$ cat config.mk
export PLATFORM = sky130hd
export DESIGN_NAME = commit_unit
export DESIGN_NICKNAME = d
export VERILOG_FILES = /design/src/rtl/commit_unit.sv
export SDC_FILE = /design/constraint.sdc
export NUM_CORES = 1
export LEC_CHECK = 0
export BUFFER_PORTS_ARGS = -buffer_cell sky130_fd_sc_hd__buf_2
export CAP_MARGIN = 10
export CORE_UTILIZATION = 50
export DETAILED_ROUTE_END_ITERATION = 10
export GPL_TIMING_DRIVEN = 0
export PLACE_DENSITY = 0.84
export SYNTH_ARGS = -nofsm -noshare
export SYNTH_HDL_FRONTEND = slang
export SYNTH_SLANG_ARGS = --single-unit
$ cat constraint.sdc
create_clock -name clk_i -period 5.9 [get_ports clk_i]
set_input_delay 0.59 -clock clk_i [delete_from_list [all_inputs] [get_ports clk_i]]
set_output_delay 0.59 -clock clk_i [all_outputs]
set_load 0.05 [all_outputs]
$ cat src/rtl/commit_unit.sv
// Commit stage: retires up to two graduation-list slots per cycle, serialises
// CSR/fence ops through a req/ack handshake, and raises traps or redirects.
module commit_unit #(
  parameter  int NUM_GL_ENTRIES = 32,
  parameter  int PC_W           = 40,
  localparam int GL_IDX_W       = $clog2(NUM_GL_ENTRIES)
) (
  input  logic                clk_i,
  input  logic                rstn_i,
  input  logic [1:0]          gl_valid_i,
  input  logic [1:0]          gl_is_store_i,
  input  logic [1:0]          gl_is_serial_i,
  input  logic [1:0]          gl_ex_valid_i,
  input  logic [5:0]          gl_ex_cause_i,
  input  logic [2*PC_W-1:0]   gl_pc_i,
  input  logic [GL_IDX_W-1:0] gl_head_i,
  output logic [1:0]          read_head_o,
  output logic                st_commit_valid_o,
  input  logic                st_commit_ready_i,
  output logic [GL_IDX_W-1:0] st_commit_idx_o,
  output logic                csr_req_o,
  input  logic                csr_ack_i,
  input  logic                csr_xcpt_i,
  input  logic [PC_W-1:0]     tvec_i,
  output logic                flush_commit_o,
  output logic                redirect_valid_o,
  output logic [PC_W-1:0]     redirect_pc_o,
  output logic                trap_o,
  output logic [5:0]          trap_cause_o,
  output logic [63:0]         instret_o
);

  typedef enum logic [1:0] {RUN, SER_WAIT, FLUSH} state_e;

  state_e          state_q, state_d;
  logic            csr_req_q, csr_req_d;
  logic            trap_q, trap_d;
  logic [5:0]      cause_q, cause_d;
  logic [PC_W-1:0] redir_q, redir_d;
  logic [63:0]     instret_q, instret_d;
  logic [1:0]      retire;
  logic            slot0_ok;

  // Slot-1 PC is never a redirect source.
  logic unused_pc1;
  assign unused_pc1 = ^gl_pc_i[2*PC_W-1:PC_W];

  assign slot0_ok = gl_valid_i[0] & ~gl_ex_valid_i[0] & ~gl_is_serial_i[0];

  always_comb begin
    state_d   = state_q;
    csr_req_d = csr_req_q;
    trap_d    = trap_q;
    cause_d   = cause_q;
    redir_d   = redir_q;
    retire    = '0;
    unique case (state_q)
      RUN: begin
        retire[0] = slot0_ok & (~gl_is_store_i[0] | st_commit_ready_i);
        retire[1] = retire[0] & gl_valid_i[1] & ~gl_is_store_i[1]
                  & ~gl_is_serial_i[1] & ~gl_ex_valid_i[1];
        if (gl_valid_i[0] & gl_ex_valid_i[0]) begin
          state_d = FLUSH;
          trap_d  = 1'b1;
          cause_d = gl_ex_cause_i;
          redir_d = tvec_i;
        end else if (gl_valid_i[0] & gl_is_serial_i[0]) begin
          state_d   = SER_WAIT;
          csr_req_d = 1'b1;
        end
      end
      SER_WAIT: begin
        if (csr_ack_i) begin
          state_d   = FLUSH;
          csr_req_d = 1'b0;
          if (csr_xcpt_i) begin
            trap_d  = 1'b1;
            cause_d = 6'd2;
            redir_d = tvec_i;
          end else begin
            retire  = 2'b01;
            trap_d  = 1'b0;
            redir_d = gl_pc_i[PC_W-1:0] + PC_W'(4);
          end
        end
      end
      FLUSH: begin
        state_d = RUN;
        trap_d  = 1'b0;
        cause_d = '0;
        redir_d = '0;
      end
      default: state_d = RUN;
    endcase
    instret_d = instret_q + 64'(retire[0]) + 64'(retire[1]);
  end

  always_ff @(posedge clk_i or negedge rstn_i) begin
    if (!rstn_i) begin
      state_q   <= RUN;
      csr_req_q <= 1'b0;
      trap_q    <= 1'b0;
      cause_q   <= '0;
      redir_q   <= '0;
      instret_q <= '0;
    end else begin
      state_q   <= state_d;
      csr_req_q <= csr_req_d;
      trap_q    <= trap_d;
      cause_q   <= cause_d;
      redir_q   <= redir_d;
      instret_q <= instret_d;
    end
  end

  assign read_head_o       = retire;
  assign st_commit_valid_o = (state_q != FLUSH) & slot0_ok & gl_is_store_i[0];
  assign st_commit_idx_o   = gl_head_i;
  assign csr_req_o         = csr_req_q;
  assign flush_commit_o    = (state_q == FLUSH);
  assign redirect_valid_o  = (state_q == FLUSH);
  assign redirect_pc_o     = redir_q;
  assign trap_o            = trap_q;
  assign trap_cause_o      = cause_q;
  assign instret_o         = instret_q;

endmodule

* Word level (Yosys, flattened, before mapping)
Index checks and enable logic that the tools add are counted.
** Storage, ports and cells
- Register bits :: 114
- Bits of input ports :: 144
- Output and inout port bits :: 122
** Operators by class
- $add $sub $neg :: 3
- Eq/ne operators :: 9
- Multiplexer cells :: 23
- Bitwise logic cells :: 18
- Reduce and logical (&&, ||, !) cells :: 7
** Operators by type and width (count)
- $add A64 B1 Y64 :: 2
- $mux W40 :: 3
- $pmux W40 S3 :: 1
- $add A40 B3 Y40 const B :: 1
- $mux W6 :: 3
- $pmux W6 S3 :: 1
- $ne A2 B2 Y1 const B :: 6
- $and A1 B1 Y1 :: 11
- $mux W1 :: 8
- $pmux W2 S2 :: 2
- $reduce_and A4 Y1 :: 2
- $mux W2 :: 3
- $not A1 Y1 :: 6
- $ne A3 B3 Y1 const B :: 1
- $pmux W1 S3 :: 1
- $reduce_and A3 Y1 :: 1
- $reduce_bool A3 Y1 :: 1
- $eq A2 B1 Y1 const B :: 1
- $eq A2 B2 Y1 const B :: 1
- $logic_not A2 Y1 :: 1
- $pmux W1 S2 :: 1
- $reduce_and A2 Y1 :: 1
- $reduce_bool A2 Y1 :: 1
- $or A1 B1 Y1 :: 1

* Longest topological paths before layout
Gate-level depths: netlist (run 1).
- Depth in word-level cells :: 11
- Depth in mapped cells :: 14
- Mapped depth without buffers :: 13

* Worst setup path before layout (run 1)
OpenSTA, ideal clock, no wires.
- Kind :: input -> register
- From :: input gl_valid_i[0]
- To :: register instret_q[26], in the netlist instret_o[26]
- Library setup time :: 0.141 ns
- Arrival :: 3.443 ns
- Data required time :: 5.759 ns
- Path slack :: 2.315 ns
- Cell stages on the path :: 12
- Path through :: nor2b_1 -> nor2b_1 -> nand3_1 -> or4_1 -> fa_1 -> inv_1 -> ha_1 -> nand2_1 -> or4_4 -> nor2_2 -> or4b_1 -> xnor2_1
** On the way
- Word-level cells in the longest chain between the ends :: 9
- Elaborated cells between the ends (all ways) :: 10
- Those cells by class :: add/sub: 2; mux: 1; bitwise: 7
** Ends and longest elaborated chain
- start, declared :: line 10 : input logic [1:0] gl_valid_i,
- $and A1 B1 Y1 * (2 in a row) :: line 48 : assign slot0_ok = gl_valid_i[0] & ~gl_ex_valid_i[0] & ~gl_is_serial_i[0];
- $and A1 B1 Y1 * :: line 59 : retire[0] = slot0_ok & (~gl_is_store_i[0] | st_commit_ready_i);
- $and A1 B1 Y1 (2 in a row) :: line 60 : retire[1] = retire[0] & gl_valid_i[1] & ~gl_is_store_i[1]
- $and A1 B1 Y1 (2 in a row) :: line 61 : & ~gl_is_serial_i[1] & ~gl_ex_valid_i[1];
- $pmux W2 S2 * :: line 57 : unique case (state_q)
- $add A64 B1 Y64 * :: line 95 : instret_d = instret_q + 64'(retire[0]) + 64'(retire[1]);
- via instret_d[26] :: line 40 : logic [63:0] instret_q, instret_d;
- end signal, assigned :: line 112 : instret_q <= instret_d;
- end, declared :: line 40
Mark *: on every way through the listed nets, which the timed path passes. The rest lies on a longest branch.
A chain may end at the register's enable or synchronous reset.

* Worst setup path after layout (run 1)
- From :: register state_q[0]
- To :: register instret_q[60], in the netlist instret_o[60]
** On the way
- Word-level cells in the longest chain between the ends :: 4
- Elaborated cells between the ends (all ways) :: 5
- Those cells by class :: add/sub: 2; eq/ne: 1; mux: 1; reduce/logical: 1
** Ends and longest elaborated chain
- start, declared :: line 35 : state_e state_q, state_d;
- start signal, assigned :: line 107 : state_q <= state_d;
- $eq A2 B1 Y1 / $logic_not A2 Y1 (equally long branches) :: line 57
- $pmux W2 S2 * :: line 57
- $add A64 B1 Y64 :: line 95
- $add A64 B1 Y64 * :: line 95
- via instret_d[60] :: line 40
Marks and branches as above.

==> results.md, run 1 <==
- Syn nets: 803
- Clk root buf: clkbuf_16
- Global Route Usage Sum: 27.4%
- Vias in the first global route: 5727
- Routed vias: 5944
- CP endpoint kind: register
- Largest net degree at the start of global routing: 65
- Most used DFF post-synth: dfrtp_1
- Die ar.: 0.0127 mm²
- Reg clk slew, reported paths: 60 ps
- Die H: 113 µm
- Min Tclk post-route: 3830 ps
- Via density: 5.65
- Slew headroom: 51.9%
- Initial drt markers: 488
- Antenna violation net count after detailed routing: 0
- Post-Synthesis Cells: 652
- Post-CTS Hold Fix Bufs: 0
- Worst endpoint data arrival time: 4140 ps
- CTS resizes: 0
- Synth area leader: dfrtp_1
- Crit-path cells: inv_1 > ha_1 > nand3_1 > or4_1 > fa_1 > inv_1 > ha_1 > nand2_1 > nor2_1 > nand4_2 > nor4_1 > xor2_1
- Post-synth top area share: 46.4%
- DR DRC count: 0
- # IOs: 266
- CTS sink cnt: 114
- Critical Path Start: state_q[0]
- N_diodes: 0
- Ratio of cells with drive above 1 in the final layout: 29.9%
- Reg2reg path depth: 12
- Global-route wire length before repair: 27500 µm
- Gpl congestion: 0.869
- Chip width: 113 µm
- Crit Path Category: reg2reg
- Post-Synthesis Cell Area: 0.00615 mm²
- Area Overhead vs Synth: 31.4%
- Ys async rst share: 100%
- Largest cells by area after synthesis: dfrtp_1 46%, xnor2_1 8.1%, xor2_1 5.6%
- Setup violators final: 0
- Final design utilization: 67.2%
- CP max stage cell: or4_1
- Final Non-Filler Cells: 1052
- Fmax: 0.261 GHz
- VDD IR max: 0.339 mV
- Setup_tns: 0 ps
- Final Skew: 8.83 ps
- DR WL/cell: 16.3 µm
- Commonest non-fill, non-tap cell in the layout: buf_2
- RSZ-0062 raised after global routing: no
- Post-synthesis sequential area ratio: 46.4%
- Leak: 3.98 nW
- Post-Route WL: 17100 µm
- Nets: 1043
- Ys Warns: 0
- Design area: 0.00808 mm²
- Status: finished, final reports clean
- Maximum clock insertion buffer count: 2
- Most frequent cells in the layout: 219 x buf_2, 114 x dfrtp_1, 70 x nor2_1, 57 x xnor2_1, 47 x nand2_1
- FILL cells: 948
- Num CTS Buffers: 17
- CP max stage delay: 530 ps
- DP Area: 0.00746 mm²
- Hold Path Class: in2async
- CTS tree: yes
- Worst r2r src: state_q[0]
- Synth cell types: 45
- Core area: 0.0120 mm²
- Worst Max-Slew Pin Slew: 716 ps
- Slew Limit Fails: 0
- Fin crit share: 64.8%
- Pwr Density: 464 mW/mm²
- HPWL after detailed placement: 12800 µm
- Mapped Avg Cell Area: 9.43 µm²
- GRT overflow: 0
- FF-to-FF End: instret_o[60]
- Type of origin of the critical path: register
- WHS: 126 ps
- Port Buffers: 220
- Synth Register Bits: 114
- Worst-path fanout max: 10
- CP endpoint: instret_o[60]
- Placed cells: 1020
- R2r setup slk: 2070 ps
- Initial Utilization: 51.2%
- CP required: 6210 ps
- Initial antenna violation count: 0
- Post-synth EDFFs: 0
- Final hold vios: 0
- H-tree depth: 4
- Skew-Pair Late Insertion Delay: 400 ps
- Setup Fix Bufs, Post-CTS: 0
- First-pass DRT Iterations: 5
- Max Cap Viol: 0
- FP Rows: 40
## flip-flops by register name, summed over array words and instances, names as in the netlist
signal / count
trap_o: 1
csr_req_o: 1
redirect_pc_o: 40
trap_cause_o: 6
instret_o: 64
state_q: 2
## cells by family (layout without fill, tap and decap cells)
family,Yosys count,in the layout,synth area share (%)
AOI/OAI and AO/OA,82,82,8.06
xor gates and xnor gates,96,96,13.7
adders and majority gates,7,7,1.55
buffers and inverters,56,309,3.79
DFF,114,114,46.4
muxes,3,3,0.489
and+or+nand+nor,294,294,26.0
## stage by stage
step / setup WS, ps / total power [mW]
global placement: 1890 / 2.67
finish: 2070 / 3.75
CTS: 2100 / 3.76
global route: 1770 / 3.93
detailed placement: 1810 / 2.70
floorplan: 2320 / 2.26
## synthesized netlist by cell type (2+ instances only)
master,count
a221oi_1,10
and3_2,2
ha_1,6
o21ai_0,10
clkbuf_1,23
xnor2_1,57
or4_1,2
nor3_1,24
nor4_4,3
mux2i_1,3
nand3_1,37
nand2_1,47
dfrtp_1,114
o22ai_1,24
nand4_2,2
nor4_1,24
buf_4,6
nand3b_1,5
or4b_1,2
and3_1,16
a21oi_1,32
nor2_1,70
nor2b_1,5
and2_1,3
inv_1,26
nand2b_1,5
xor2_1,39
nand4_1,29
and3b_1,2
and4_1,9
## critical path: cells and delay by family (launching register included)
family	cells	cell delay, ps
simple gates	6	1990
fa+ha+maj	3	910
flops	1	420
buf+inv	2	210
xor+xnor	1	190
## layout make-up
| cell class | instances | area, µm² | share of cell area, % |
|---|---|---|---|
| Sequential cell | 114 | 2850 | 35.3 |
| Buffer | 30 | 135 | 1.67 |
| Inverter | 26 | 97.6 | 1.21 |
| Timing Repair Buffer | 221 | 1130 | 14.1 |
| Clock buffer | 19 | 453 | 5.61 |
| Clock inverter | 13 | 158 | 1.95 |
| Tap cell | 147 | 184 | 2.28 |
| Multi-Input combinational cell | 482 | 3060 | 37.9 |
## power breakdown
part / leakage, nW / internal, mW / total, mW / switching [mW]
Sequential: 1.44 / 0.969 / 1.08 / 0.111
Combinational: 2.25 / 0.411 / 1.61 / 1.20
Clock: 0.292 / 0.686 / 1.06 / 0.369
## worst min path at each step
stage	to	slack, ps	startpoint	depth (start not counted)
after floorplan	csr_req_o	290	rstn_i	0
after global placement	trap_cause_o[0]	450	trap_cause_o[0]	2
after detailed placement	trap_cause_o[0]	450	trap_cause_o[0]	2
after CTS	instret_o[24]	130	rstn_i	1
after global routing	instret_o[24]	160	rstn_i	1
final	instret_o[24]	130	rstn_i	1
## layer usage
layer  global-route usage (%)  up-vias  share of wire, %
met2                     46.1      286                48
met5                        0        -                 0
met4                     11.1        0               2.1
li1                         -     2798                 -
met1                     33.5     2830                41
met3                     7.61       30               8.1
Note: power is estimated with default switching activity, not from simulation.
==> inputs of run 2 (changes only) <==
- CORE_UTILIZATION: 50 -> 48
- PLACE_DENSITY: 0.84 -> 0.81
- clock period: 5.9 -> 3.8 ns (I/O delays scaled with it)
==> run 2 against run 1 <==
Net effect: routed wire length is 1.4% higher; maximum frequency up 6.7%; final cell count grew 2.2%; via count fell by 2.1%; critical path type unchanged; critical endpoint is now instret_o[26].
==> results.md, run 2 (synthesis gave the netlist of run 1 again) <==
- Status: finished, final reports clean
- Type of origin of the critical path: register
- Hold Path Class: in2reg
- Max Cap Viol: 0
- Hold Startpoint: gl_ex_cause_i[3]
- Hold EP: trap_cause_o[3]
- Fin crit share: 94.3%
- Largest net degree at the start of global routing: 91
- FP Rows: 40
- Skew-Pair Late Insertion Delay: 410 ps
- Slew Limit Fails: 0
- Worst r2r src: state_q[0]
- DR DRC count: 0
- Fmax: 0.279 GHz
- Core area: 0.0123 mm²
- Placed cells: 1041
- CP endpoint kind: register
- DP Area: 0.00749 mm²
- Worst-path fanout max: 5
- Setup violators final: 0
- Nets: 1044
- Reg clk slew, reported paths: 50 ps
- Routed vias: 5822
- Ratio of cells with drive above 1 in the final layout: 29.8%
- HPWL after detailed placement: 13000 µm
- Gpl congestion: 0.860
- Most frequent cells in the layout: 219 x buf_2, 114 x dfrtp_1, 69 x nor2_1, 57 x xnor2_1, 47 x nand2_1
- VDD IR max: 0.625 mV
- Via density: 5.42
- # IOs: 266
- Min Tclk post-route: 3580 ps
- Initial drt markers: 385
- First-pass DRT Iterations: 5
- H-tree depth: 4
- Pwr Density: 707 mW/mm²
- Initial antenna violation count: 2
- Crit Path Category: reg2reg
- Design area: 0.00810 mm²
- Area Overhead vs Synth: 31.8%
- DR WL/cell: 16.1 µm
- Final hold vios: 0
- Final Skew: 13.9 ps
- Reg2reg path depth: 12
- Vias in the first global route: 5692
- Maximum clock insertion buffer count: 2
- Num CTS Buffers: 17
- Initial Utilization: 50.1%
- Worst Max-Slew Pin Slew: 808 ps
- CP required: 4080 ps
- FILL cells: 1010
- Chip width: 115 µm
- Global-route wire length before repair: 27400 µm
- Worst endpoint data arrival time: 3870 ps
- Antenna violation net count after detailed routing: 0
- Die H: 115 µm
- CTS sink cnt: 114
- Final Non-Filler Cells: 1075
- FF-to-FF End: instret_o[26]
- Tot Pwr: 5.73 mW
- Port Buffers: 220
- Clk root buf: clkbuf_16
- CTS tree: yes
- Slew headroom: 45.7%
- Die ar.: 0.0133 mm²
- GRT overflow: 0
- Post-Route WL: 17300 µm
- Hold Crit Depth: 3
- Commonest non-fill, non-tap cell in the layout: buf_2
- R2r setup slk: 220 ps
- Global Route Usage Sum: 26.7%
- Leak: 3.98 nW
- Largest register FFs: 64
[run 2: layout make-up]
| cell class | instances | area (µm²) | area share (%) |
|---|---|---|---|
| Antenna cell | 1 | 2.50 | 0.0309 |
| Buffer | 30 | 135 | 1.67 |
| Clock buffer | 23 | 468 | 5.78 |
| Clock inverter | 9 | 106 | 1.31 |
| Inverter | 26 | 97.6 | 1.21 |
| Multi-Input combinational cell | 482 | 3080 | 38.1 |
| Sequential cell | 114 | 2850 | 35.2 |
| Tap cell | 168 | 210 | 2.60 |
| Timing Repair Buffer | 222 | 1140 | 14.1 |
[run 2: per-layer routing]
layer | vias up | routed length (µm) | GRT usage, %
li1 | 2801 | - | -
met1 | 2769 | 6950 | 30.2
met2 | 226 | 8890 | 47.3
met3 | 24 | 1220 | 9.12
met4 | 2 | 263 | 7.97
met5 | - | 12 | 0
[run 2: worst max path at each step]
stage             startpoint       endpoint  slack (ps)  cells after the start
2_1_floorplan  gl_valid_i[0]  instret_o[26]         430                     12
3_3_place_gp   gl_valid_i[0]  instret_o[52]          10                     13
3_5_place_dp   gl_valid_i[0]  instret_o[62]         -30                     13
4_1_cts           state_q[1]  instret_o[62]          30                     13
5_1_grt           state_q[0]  instret_o[38]         -10                     13
6_report          state_q[0]  instret_o[26]         220                     12
[run 2: power breakdown]
part / switching, mW / internal, mW / leakage [nW] / total (mW)
registers: 0.178 / 1.51 / 1.44 / 1.68
logic: 1.86 / 0.643 / 2.26 / 2.50
clock network: 0.544 / 0.996 / 0.273 / 1.54
total: 2.58 / 3.14 / 3.98 / 5.73
[run 2: what timing repair did]
item | 4_1_cts | 5_1_grt
setup endpoints to repair | 0 | 16
resized for setup | 0 | 5
buffers inserted | 0 | 0
endpoints found under the hold margin | 24 | 0
hold buffers | 1 | 0
[run 2: stage by stage]
| step | hold WS, ps | setup TNS (ps) | util (%) | setup WS, ps |
|---|---|---|---|---|
| after floorplan | 84.4 | 0 | - | 425 |
| after global placement | 459 | 0 | 60.8 | 13.3 |
| after detailed placement | 249 | -59.0 | 61.1 | -25.7 |
| after CTS | 203 | 0 | 65.9 | 33.4 |
| after global routing | 217 | -12.3 | 66.1 | -9.92 |
| final | 217 | 0 | 66.1 | 215 |
[run 2: worst max-delay path, stage by stage (launching register included)]
cell and delay [ps]:
dfrtp_1 420, inv_1 130, ha_2 230, nand3_1 90, or4_1 530, fa_1 440, inv_1 90, ha_1 210
nand2_1 100, or4_4 480, nor2_4 150, or4b_1 470, xnor2_1 140
==> inputs of run 3 (changes only) <==
- CORE_ASPECT_RATIO: unset -> 1.2
- RECOVER_POWER: unset -> 100
==> run 3 against run 2 <==
Net effect: the run now ends with capacitance limit, slew limit left; clock power increased by 6%; critical path depth did not move; non-clock buffer count unchanged; routed wire length rose by 2.1%; sequential power about the same; via count hardly changed; register-to-register slack about the same; die area hardly changed; sequential share of layout area rose by 0.63 points; setup slack improved by 12 ps.
==> results.md, run 3 (synthesis gave the netlist of run 1 again) <==
- GRT overflow: 0
- Largest net degree at the start of global routing: 86
- FP Rows: 44
- Worst endpoint data arrival time: 3860 ps
- Critical Path Most Common Cell: inv_1
- Port Buffers: 220
- Maximum clock insertion buffer count: 2
- N_diodes: 0
- Leak: 3.56 nW
- First-pass DRT Iterations: 6
- FILL cells: 1092
- Global Route Usage Sum: 27.3%
- Buf/Inv on CP: 2
- Worst Max-Slew Pin Slew: 1500 ps
- RSZ-0062 raised after global routing: no
- Via density: 5.45
- Final design utilization: 64.8%
- Initial Utilization: 50.1%
- Vias in the first global route: 5889
- CP max stage delay: 530 ps
- Most frequent cells in the layout: 147 x clkbuf_1, 114 x dfrtp_1, 97 x buf_2, 69 x nor2_1, 57 x xnor2_1
- Min Tclk post-route: 3570 ps
- Final hold vios: 0
- H-tree depth: 4
- Initial antenna violation count: 0
- Area Overhead vs Synth: 29.5%
- Family with the most delay on the worst path: simple AND/OR/NAND/NOR gates
- Setup Fix Bufs, Post-CTS: 0
- Max Cap Viol: 1
- Type of origin of the critical path: register
- CP max stage cell: or4_1
- Hold Path Class: in2reg
- Global-route wire length before repair: 28700 µm
- DR WL/cell: 16.6 µm
- CP endpoint kind: register
- Status: complete, but fails checks
- CTS tree: yes
- Core area: 0.0123 mm²
- Skew-Pair Late Insertion Delay: 410 ps
- Slew headroom: -0.322%
- Dpl ws: -28.4 ps
- Final Skew: 8.72 ps
- Fin worst setup slack: 227 ps
- Routed vias: 5817
- DR DRC count: 0
- Worst-path fanout max: 5
- Ratio of cells with drive above 1 in the final layout: 16.9%
- Num CTS Buffers: 17
- Placed cells: 1034
- Die H: 126 µm
- Nets: 1044
- Commonest non-fill, non-tap cell in the layout: clkbuf_1
- Pwr Density: 724 mW/mm²
- Post-Route WL: 17700 µm
- Failing checks: capacitance limit, slew limit
- Die ar.: 0.0133 mm²
- Antenna violation net count after detailed routing: 0
- Final Non-Filler Cells: 1067
- CTS sink cnt: 114
- Setup violators final: 0
- Crit-path cells: inv_1 > ha_4 > nand3_1 > or4_1 > fa_1 > inv_1 > ha_1 > nand2_1 > or4_4 > nor2_4 > or4b_1 > xnor2_1
- Gpl congestion: 0.913
- Tot Pwr: 5.76 mW
- Fin crit share: 94.0%
- WHS: 214 ps
- Crit Path Category: reg2reg
- VDD IR max: 0.527 mV
- Fmax: 0.280 GHz
- Initial drt markers: 222
- Reg clk slew, reported paths: 60 ps
- HPWL after detailed placement: 13200 µm
- CP required: 4090 ps
- Chip width: 105 µm
- # IOs: 266
- Slew Limit Fails: 30
- Largest register FFs: 64
- Clk root buf: clkbuf_16
run 3: cell types whose count changed in the layout (fill, tap and decap cells not counted), sizes merged:
cell | before | now
buf | 228 | 103
bufinv | 2 | 3
clkinv | 4 | 8
clkinvlp | 3 | 1
inv | 26 | 29
diode | 1 | 0
clkbuf | 46 | 165
run 3: worst min-delay path: stages:
cell and delay, ps:
buf_2 80, nand3b_1 60, nand2_1 60
run 3: what timing repair did:
action | in CTS | in global routing
hold buffers | 1 | 0
endpoints found under the setup margin | 0 | 18
gates resized for setup | 0 | 9
endpoints found under the hold margin | 29 | 0
run 3: worst paths after layout:
kind | to | slack [ps] | from | cells past startpoint
worst max-delay path | instret_o[26] | 230 | state_q[0] | 12
worst min-delay path | trap_cause_o[4] | 210 | gl_ex_cause_i[4] | 3
worst max register to register | instret_o[26] | 230 | state_q[0] | 12
worst min register to register | trap_cause_o[4] | 460 | trap_cause_o[4] | 2
max in group asynchronous | redirect_pc_o[4] | 920 | rstn_i | 3
min in group asynchronous | instret_o[23] | 890 | rstn_i | 2
run 3: final cells by class:
cell class	instances	area (µm²)	share of cell area (%)
Timing Repair Buffer	222	965	12.1
Tap cell	161	201	2.53
Inverter	26	97.6	1.23
Sequential cell	114	2850	35.9
Clock inverter	15	183	2.30
Buffer	30	135	1.70
Multi-Input combinational cell	482	3100	38.9
Clock buffer	17	425	5.35
run 3: layer usage:
| metal | vias up | track usage (%) | part of all wire, % |
|---|---|---|---|
| met1 | 2747 | 30.8 | 39 |
| met2 | 239 | 48.8 | 51 |
| li1 | 2795 | - | - |
| met3 | 36 | 6.68 | 7.3 |
| met5 | - | 0 | 0 |
| met4 | 0 | 11.4 | 2.9 |
run 3: where the power goes:
part / switching [mW] / internal [mW] / total (mW)
clock: 0.594 / 1.04 / 1.63
sequential: 0.183 / 1.51 / 1.69
combinational: 1.87 / 0.571 / 2.44
total: 2.64 / 3.11 / 5.76
run 3: through the flow:
stage / TNS (ps) / cell area (µm²)
6_report: 0 / 7960
5_1_grt: 0 / 7960
4_1_cts: 0 / 8100
3_5_place_dp: -89.0 / 7480
3_3_place_gp: -48.6 / 7450
2_1_floorplan: 0 / 6150
